File: src/rtl/uart_rx_oversample_if.sv
// ---------------------------------------------------------------------------
// uart_rx_oversample_if
//   Signal bundle between the 16x-oversampling UART receiver and its
//   surroundings (baud tick generator, serial pin, RX FIFO write port).
//
//   Handshake: rx_done is a valid-only strobe. It is high for exactly one
//   clk when rx_data has just been updated. There is no ready and no
//   backpressure, so the consumer must take rx_data in that cycle or later.
//   rx_data is held until the next good frame.
//
//   Signals
//     b_tick     1-clk pulse at BAUD_RATE*16
//     rx         serial line, idles high, asynchronous to clk
//     rx_data    last correctly framed byte
//     rx_done    1-clk strobe: rx_data just updated
//     rx_busy    receiver FSM is not idle
//     frame_err  1-clk strobe: stop bit sampled low
//     state_dbg  current FSM state encoding (0=IDLE 1=START 2=DATA 3=STOP)
//
//   Modports
//     master  side that drives b_tick/rx and observes the results
//     slave   the receiver itself
// ---------------------------------------------------------------------------
interface uart_rx_oversample_if #(
    parameter int DATA_BITS = 8
);
    logic                 b_tick;
    logic                 rx;
    logic [DATA_BITS-1:0] rx_data;
    logic                 rx_done;
    logic                 rx_busy;
    logic                 frame_err;
    logic [1:0]           state_dbg;

    modport master (
        output b_tick, rx,
        input  rx_data, rx_done, rx_busy, frame_err, state_dbg
    );

    modport slave (
        input  b_tick, rx,
        output rx_data, rx_done, rx_busy, frame_err, state_dbg
    );
endinterface

File: src/rtl/uart_rx_oversample.sv
// ---------------------------------------------------------------------------
// uart_rx_oversample
//   UART receiver, 8N1 style frame (start, DATA_BITS data LSB first, one
//   stop). Samples the serial line using a 16x oversampled baud tick: the
//   start bit is confirmed at its middle (tick 7), after which every
//   OVERSAMPLE ticks lands in the middle of the next bit.
//
//   Ports
//     clk   system clock
//     rst   asynchronous reset, active-high
//     bus   uart_rx_oversample_if.slave (b_tick, rx in; rx_data, rx_done,
//           rx_busy, frame_err, state_dbg out)
// ---------------------------------------------------------------------------
module uart_rx_oversample #(
    parameter int DATA_BITS  = 8,
    parameter int OVERSAMPLE = 16
) (
    input  logic                 clk,
    input  logic                 rst,
    uart_rx_oversample_if.slave  bus
);
    localparam int BCW = (DATA_BITS > 1) ? $clog2(DATA_BITS) : 1;

    // Sampling points within a bit period of OVERSAMPLE ticks.
    localparam logic [3:0]     TICK_MID  = 4'(OVERSAMPLE / 2 - 1);
    localparam logic [3:0]     TICK_LAST = 4'(OVERSAMPLE - 1);
    localparam logic [BCW-1:0] BIT_LAST  = BCW'(DATA_BITS - 1);

    typedef enum logic [1:0] {
        IDLE  = 2'd0,
        START = 2'd1,
        DATA  = 2'd2,
        STOP  = 2'd3
    } state_t;

    state_t               state, state_n;
    logic [3:0]           tick_cnt, tick_cnt_n;
    logic [BCW-1:0]       bit_cnt, bit_cnt_n;
    logic [DATA_BITS-1:0] shreg, shreg_n;
    logic [DATA_BITS-1:0] rx_data_q, rx_data_n;
    logic                 rx_done_q, rx_done_n;
    logic                 frame_err_q, frame_err_n;

    // Two-flop synchronizer; resets to the idle (high) line level so that
    // reset release never looks like a start bit.
    logic rx_meta, rx_s;

    always_ff @(posedge clk or posedge rst) begin
        if (rst) begin
            rx_meta <= 1'b1;
            rx_s    <= 1'b1;
        end else begin
            rx_meta <= bus.rx;
            rx_s    <= rx_meta;
        end
    end

    always_ff @(posedge clk or posedge rst) begin
        if (rst) begin
            state       <= IDLE;
            tick_cnt    <= '0;
            bit_cnt     <= '0;
            shreg       <= '0;
            rx_data_q   <= '0;
            rx_done_q   <= 1'b0;
            frame_err_q <= 1'b0;
        end else begin
            state       <= state_n;
            tick_cnt    <= tick_cnt_n;
            bit_cnt     <= bit_cnt_n;
            shreg       <= shreg_n;
            rx_data_q   <= rx_data_n;
            rx_done_q   <= rx_done_n;
            frame_err_q <= frame_err_n;
        end
    end

    always_comb begin
        state_n     = state;
        tick_cnt_n  = tick_cnt;
        bit_cnt_n   = bit_cnt;
        shreg_n     = shreg;
        rx_data_n   = rx_data_q;
        rx_done_n   = 1'b0;
        frame_err_n = 1'b0;

        case (state)
            IDLE: begin
                // Falling edge is looked for every clk, not only on ticks,
                // so start detection is at most one tick late.
                if (!rx_s) begin
                    state_n    = START;
                    tick_cnt_n = '0;
                end
            end

            START: begin
                if (bus.b_tick) begin
                    if (tick_cnt == TICK_MID) begin
                        if (!rx_s) begin
                            state_n    = DATA;
                            tick_cnt_n = '0;
                            bit_cnt_n  = '0;
                        end else begin
                            // Line went back high before mid-start: glitch.
                            state_n    = IDLE;
                            tick_cnt_n = '0;
                        end
                    end else begin
                        tick_cnt_n = tick_cnt + 4'd1;
                    end
                end
            end

            DATA: begin
                if (bus.b_tick) begin
                    if (tick_cnt == TICK_LAST) begin
                        shreg_n    = {rx_s, shreg[DATA_BITS-1:1]};
                        tick_cnt_n = '0;
                        if (bit_cnt == BIT_LAST) begin
                            state_n = STOP;
                        end else begin
                            bit_cnt_n = bit_cnt + 1'b1;
                        end
                    end else begin
                        tick_cnt_n = tick_cnt + 4'd1;
                    end
                end
            end

            STOP: begin
                // Leave at mid-stop so a back-to-back start edge is caught.
                if (bus.b_tick) begin
                    if (tick_cnt == TICK_LAST) begin
                        if (rx_s) begin
                            rx_data_n = shreg;
                            rx_done_n = 1'b1;
                        end else begin
                            frame_err_n = 1'b1;
                        end
                        state_n    = IDLE;
                        tick_cnt_n = '0;
                    end else begin
                        tick_cnt_n = tick_cnt + 4'd1;
                    end
                end
            end

            default: begin
                state_n = IDLE;
            end
        endcase
    end

    assign bus.rx_data   = rx_data_q;
    assign bus.rx_done   = rx_done_q;
    assign bus.frame_err = frame_err_q;
    assign bus.rx_busy   = (state != IDLE);
    assign bus.state_dbg = state;

endmodule

File: src/flat_wrapper.sv
// flat-port wrapper written by rule: the top's interface ports become plain ports
module uart_rx_oversample_flat 
#(
    parameter int DATA_BITS  = 8,
    parameter int OVERSAMPLE = 16
)
  (clk, rst, bus_b_tick, bus_rx, bus_rx_data, bus_rx_done, bus_rx_busy, bus_frame_err, bus_state_dbg);
  uart_rx_oversample_if #(.DATA_BITS(DATA_BITS)) bus_i ();
  input  logic clk;
  input  logic rst;
  input wire logic [$bits(bus_i.b_tick)-1:0] bus_b_tick;
  input wire logic [$bits(bus_i.rx)-1:0] bus_rx;
  output wire logic [$bits(bus_i.rx_data)-1:0] bus_rx_data;
  output wire logic [$bits(bus_i.rx_done)-1:0] bus_rx_done;
  output wire logic [$bits(bus_i.rx_busy)-1:0] bus_rx_busy;
  output wire logic [$bits(bus_i.frame_err)-1:0] bus_frame_err;
  output wire logic [$bits(bus_i.state_dbg)-1:0] bus_state_dbg;
  assign bus_i.b_tick = bus_b_tick;
  assign bus_i.rx = bus_rx;
  assign bus_rx_data = bus_i.rx_data;
  assign bus_rx_done = bus_i.rx_done;
  assign bus_rx_busy = bus_i.rx_busy;
  assign bus_frame_err = bus_i.frame_err;
  assign bus_state_dbg = bus_i.state_dbg;
  uart_rx_oversample #(.DATA_BITS(DATA_BITS), .OVERSAMPLE(OVERSAMPLE)) u_core (.clk(clk), .rst(rst), .bus(bus_i));
endmodule
File: config.mk
export PLATFORM = sky130hd
export DESIGN_NAME = uart_rx_oversample_flat
export DESIGN_NICKNAME = d
export VERILOG_FILES = /design/src/rtl/uart_rx_oversample_if.sv /design/src/rtl/uart_rx_oversample.sv /design/src/flat_wrapper.sv
export SDC_FILE = /design/constraint.sdc
export NUM_CORES = 1
export LEC_CHECK = 0
export BUFFER_PORTS_ARGS = -buffer_cell sky130_fd_sc_hd__buf_2
export CELL_PAD_IN_SITES_DETAIL_PLACEMENT = 0
export CELL_PAD_IN_SITES_GLOBAL_PLACEMENT = 2
export CORE_MARGIN = 1.5
export CORE_UTILIZATION = 25
export CTS_BUF_LIST = sky130_fd_sc_hd__clkbuf_4 sky130_fd_sc_hd__clkbuf_8
export DETAILED_ROUTE_END_ITERATION = 10
export PLACE_DENSITY = 0.58
export SYNTH_ARGS = -nofsm -noshare
export SYNTH_HDL_FRONTEND = slang
export SYNTH_SLANG_ARGS = --single-unit
File: constraint.sdc
create_clock -name clk -period 4.4 [get_ports clk]
set_input_delay 1.32 -clock clk [delete_from_list [all_inputs] [get_ports clk]]
set_output_delay 1.32 -clock clk [all_outputs]
set_load 0.01 [all_outputs]
==> PnR_summary.wiki <==
{| class="wikitable"
! Metric !! Value
|-
| Final-report hold violation count || 0
|-
| Syn. warnings || 0
|-
| Class of the worst hold path || reg2reg
|-
| Total of max-cap violations || 0
|-
| Routed len/inst || 12.6 µm
|-
| Relative max-transition margin || 0.255
|-
| Average cell area after synthesis || 13.1 µm²
|-
| Core footprint || 5110 µm²
|-
| Worst path max stage delay || 0.53 ns
|-
| Synth-to-Final Area Change || 19.9%
|-
| Quantity of I/O buffers inserted on ports || 16
|-
| Area used by multi-input combinational logic || 537 µm²
|-
| Starting density of the core || 0.258
|-
| Highest ir drop seen on vdd || 0.171 mV
|-
| Share of Yosys cell area claimed by the top area cell type || 0.512
|-
| FILL cells || 531
|-
| Number of buffers inserted to repair setup after CTS || 0
|-
| Critical setup path kind || reg2out
|-
| Arrival time worst endpoint || 1.23 ns
|-
| Power density cells || 515 nW/µm²
|-
| Slew Viols, Final || 0
|-
| Count of placed standard cells in the final layout, fillers left out || 192
|-
| # clock sinks || 29
|-
| Die Area || 5730 µm²
|-
| Detailed-placement wirelength estimate || 1640 µm
|-
| Setup-failing EPs final || 0
|-
| Storage element area || 728 µm²
|-
| Cell count after placement || 184
|-
| Final setup skew || 0.00430 ns
|-
| Number of placement rows || 26
|-
| Post-Syn Area || 1320 µm²
|-
| Post-detailed-route count of antenna-violating nets || 0
|-
| Cell breakdown of the critical path || nor2_4, inv_2, buf_2
|-
| Number of global-route vias before repair || 854
|-
| Flop and latch count out of synthesis || 29
|-
| Maximum buffer depth of the clock tree || 2
|-
| Clock root cell || sky130_fd_sc_hd__clkbuf_8
|-
| Total negative slack for setup checks || 0 ns
|-
| Pin count of the biggest net entering global routing || 30
|-
| DRC violation count after routing || 0
|-
| Clock-pin slew on the worst setup and hold paths || 0.07 ns
|-
| Dominant cell type by area after synthesis || sky130_fd_sc_hd__dfrtp_1
|-
| Unrepaired setup endpoints after global routing || false
|-
| Fmax || 0.393 GHz
|-
| Most common cell in the netlist || sky130_fd_sc_hd__dfrtp_1
|-
| Critical Path RT || 3.08 ns
|-
| Wire length reported by the detailed router || 2410 µm
|-
| Level count of the clock H-tree || 2
|-
| Hold path cells || 0
|-
| Proportion of layout cells with a drive suffix above 1 || 0.352
|-
| Final cycle utilization of the critical path || 0.579
|-
| Number of buffers added by the clock tree synthesis step || 5
|-
| Hold Crit Start || u_core.rx_meta
|-
| Final min period || 2.55 ns
|-
| Minimum setup slack among reg-to-reg paths || 2.68 ns
|-
| Run status || finished, final reports clean
|-
| Antenna violations before repair || 0
|-
| Worst Reg2Reg Path Length in Cells || 4
|-
| Kind of launch point of the worst setup path || flop
|-
| First-pass GRT wire length || 4190 µm
|-
| Detailed-router iteration count before antenna repair || 4
|-
| Overall die height || 75.7 µm
|-
| Vias per Instance || 4.32
|-
| Gp weighted congestion || 0.704
|-
| Min-Delay Endpoint || u_core.rx_s
|-
| Clk Latency, worst-skew pair || 0.27 ns
|-
| Post-synth ARST share || 1.00
|-
| Crit path max-delay cell type || sky130_fd_sc_hd__dfrtp_1
|-
| Kind of end point of the critical path || output pin
|-
| I/O pin count || 17
|-
| Gr ovfl total || 0
|-
| Initial DRC Count || 31
|-
| Count of inserted antenna diode cells || 0
|-
| TritonCTS clock tree || yes
|-
| Number of gates given a new drive strength after cts || 0
|-
| Unique masters post-synth || 30
|-
| Reg-to-reg critical path startpoint || u_core.tick_cnt[0]
|-
| Post-synthesis cell count || 101
|-
| Capturing point of the worst reg2reg path || u_core.bus.rx_data[5]
|-
| Number of buffers inserted for hold repair after clock tree synthesis || 0
|-
| Top_reg_cell synth || sky130_fd_sc_hd__dfrtp_1
|-
| Chip width || 75.7 µm
|-
| Most numerous cell types in the synthesized netlist || 27 x sky130_fd_sc_hd__dfrtp_1, 9 x sky130_fd_sc_hd__mux2_1, 8 x sky130_fd_sc_hd__mux2_2
|-
| Critical path peak fanout || 10
|-
| Post-synthesis sequential area ratio || 0.552
|-
| Synthesized Nets || 108
|-
| Top cells by area, synth || sky130_fd_sc_hd__dfrtp_1 51%, sky130_fd_sc_hd__mux2_1 7.7%, sky130_fd_sc_hd__mux2_2 6.8%
|-
| Vias || 829
|-
| Least-Margin Pin Slew || 1.12 ns
|-
| Count of nets after finishing || 128
|-
| Leakage power || 0.777 nW
|-
| Number of flops mapped to enable cells by yosys || 0
|-
| Tot GR Track Use || 0.100
|}
==> routing by layer <==
layer | track usage | routed length (µm)
met1 | 0.131 | 1170
met2 | 0.150 | 1110
met3 | 0.0370 | 95
met4 | 0.0417 | 40
met5 | 0 | 0
==> worst max-delay path, delay by kind of cell (launching register included) <==
kind / cells / cell delay [ns]
buffers and inverters: 2 / 0.22
flip-flops: 1 / 0.53
AND/OR/NAND/NOR: 1 / 0.21
==> cell type report <==
type | instances | area share
Clock buffer | 7 | 0.0569
Tap cell | 70 | 0.0553
Sequential cell | 29 | 0.460
Clock inverter | 1 | 0.0190
Multi-Input combinational cell | 62 | 0.339
Timing Repair Buffer | 17 | 0.0553
Inverter | 6 | 0.0142
==> flip-flops by register name, indices dropped and copies added, names as in the netlist, named ones only <==
| signal | flops |
|---|---|
| u_core.bus.rx_data | 8 |
| u_core.bus.rx_done | 1 |
| u_core.bus.state_dbg | 1 |
| u_core.bit_cnt | 3 |
| u_core.rx_s | 1 |
| u_core.tick_cnt | 4 |
| u_core.bus.frame_err | 1 |
| u_core.shreg | 8 |
| u_core.rx_meta | 1 |
==> metrics by stage <==
stage | worst slack [ns] | area (µm²) | util | power [W] | hold WS (ns)
final | 1.85 | 1580 | 0.310 | 0.000816 | 0.357
after global routing | 1.79 | 1580 | 0.310 | 0.000868 | 0.365
after floorplan | 2.06 | 1320 | - | 0.000499 | 0.345
after detailed placement | 1.89 | 1460 | 0.286 | 0.000530 | 0.348
after CTS | 1.85 | 1580 | 0.310 | 0.000827 | 0.358
after global placement | 1.94 | 1460 | 0.286 | 0.000530 | 0.347
==> how the worst max path moves through the flow <==
| stage | start | end | slack, ns |
|---|---|---|---|
| detailed placement | bus_b_tick | u_core.shreg[6] | 1.89 |
| finish | flop | bus_rx_busy | 1.85 |
| CTS | flop | bus_rx_busy | 1.85 |
| global route | flop | bus_rx_busy | 1.79 |
| global placement | bus_b_tick | u_core.shreg[5] | 1.94 |
| floorplan | bus_b_tick | u_core.shreg[1] | 2.06 |
==> cells in the final DEF (no fill, tap or decap) <==
| cell type | Yosys | final |
|---|---|---|
| sky130_fd_sc_hd__dfrtp_1 | 27 | 27 |
| sky130_fd_sc_hd__buf_2 | 2 | 16 |
| sky130_fd_sc_hd__mux2_1 | 9 | 9 |
| sky130_fd_sc_hd__mux2_2 | 8 | 8 |
| sky130_fd_sc_hd__clkbuf_8 | 0 | 6 |
| sky130_fd_sc_hd__nand2_1 | 5 | 5 |
| sky130_fd_sc_hd__inv_1 | 5 | 5 |
| sky130_fd_sc_hd__a21oi_1 | 5 | 5 |
| sky130_fd_sc_hd__nor2_1 | 4 | 4 |
| sky130_fd_sc_hd__nand3_1 | 4 | 4 |
| sky130_fd_sc_hd__mux2i_1 | 4 | 4 |
| sky130_fd_sc_hd__nor2_4 | 3 | 3 |
| sky130_fd_sc_hd__ha_1 | 3 | 3 |
| sky130_fd_sc_hd__nand4_1 | 2 | 2 |
| sky130_fd_sc_hd__o21ai_0 | 2 | 2 |
| sky130_fd_sc_hd__dfstp_2 | 2 | 2 |
| sky130_fd_sc_hd__nand2b_4 | 1 | 1 |
| sky130_fd_sc_hd__nand3b_1 | 1 | 1 |
| sky130_fd_sc_hd__o41ai_1 | 1 | 1 |
| sky130_fd_sc_hd__inv_2 | 1 | 1 |
| sky130_fd_sc_hd__a32o_1 | 1 | 1 |
| sky130_fd_sc_hd__a31oi_1 | 1 | 1 |
| sky130_fd_sc_hd__o221a_1 | 1 | 1 |
| sky130_fd_sc_hd__a311oi_2 | 1 | 1 |
| sky130_fd_sc_hd__nor3_1 | 1 | 1 |
| sky130_fd_sc_hd__o2bb2ai_1 | 1 | 1 |
| sky130_fd_sc_hd__and4b_4 | 1 | 1 |
| sky130_fd_sc_hd__mux2_4 | 1 | 1 |
| sky130_fd_sc_hd__xnor2_1 | 1 | 1 |
| sky130_fd_sc_hd__a22o_1 | 1 | 1 |
| sky130_fd_sc_hd__bufinv_16 | 0 | 1 |
| sky130_fd_sc_hd__clkbuf_4 | 0 | 1 |
| sky130_fd_sc_hd__buf_4 | 0 | 1 |
==> power by group <==
group          switching (W)  leakage, nW  total (W)  internal (W)
Sequential         0.0000505        0.392   0.000349      0.000298
Combinational      0.0000909        0.323   0.000174     0.0000835
Clock               0.000102       0.0619   0.000292      0.000191
Total               0.000243        0.777   0.000816      0.000572
==> logic make-up (layout without fill, tap and decap cells) <==
kind of cell	count (synthesis)	after routing	synth area share
muxes	22	22	0.187
buffers and inverters	10	31	0.0417
AOI/OAI and AO/OA	14	14	0.0787
and+or+nand+nor	22	22	0.106
xor gates and xnor gates	1	1	0.00664
adders and majority gates	3	3	0.0284
DFF	29	29	0.552
Power figures use the tool's default switching activity.
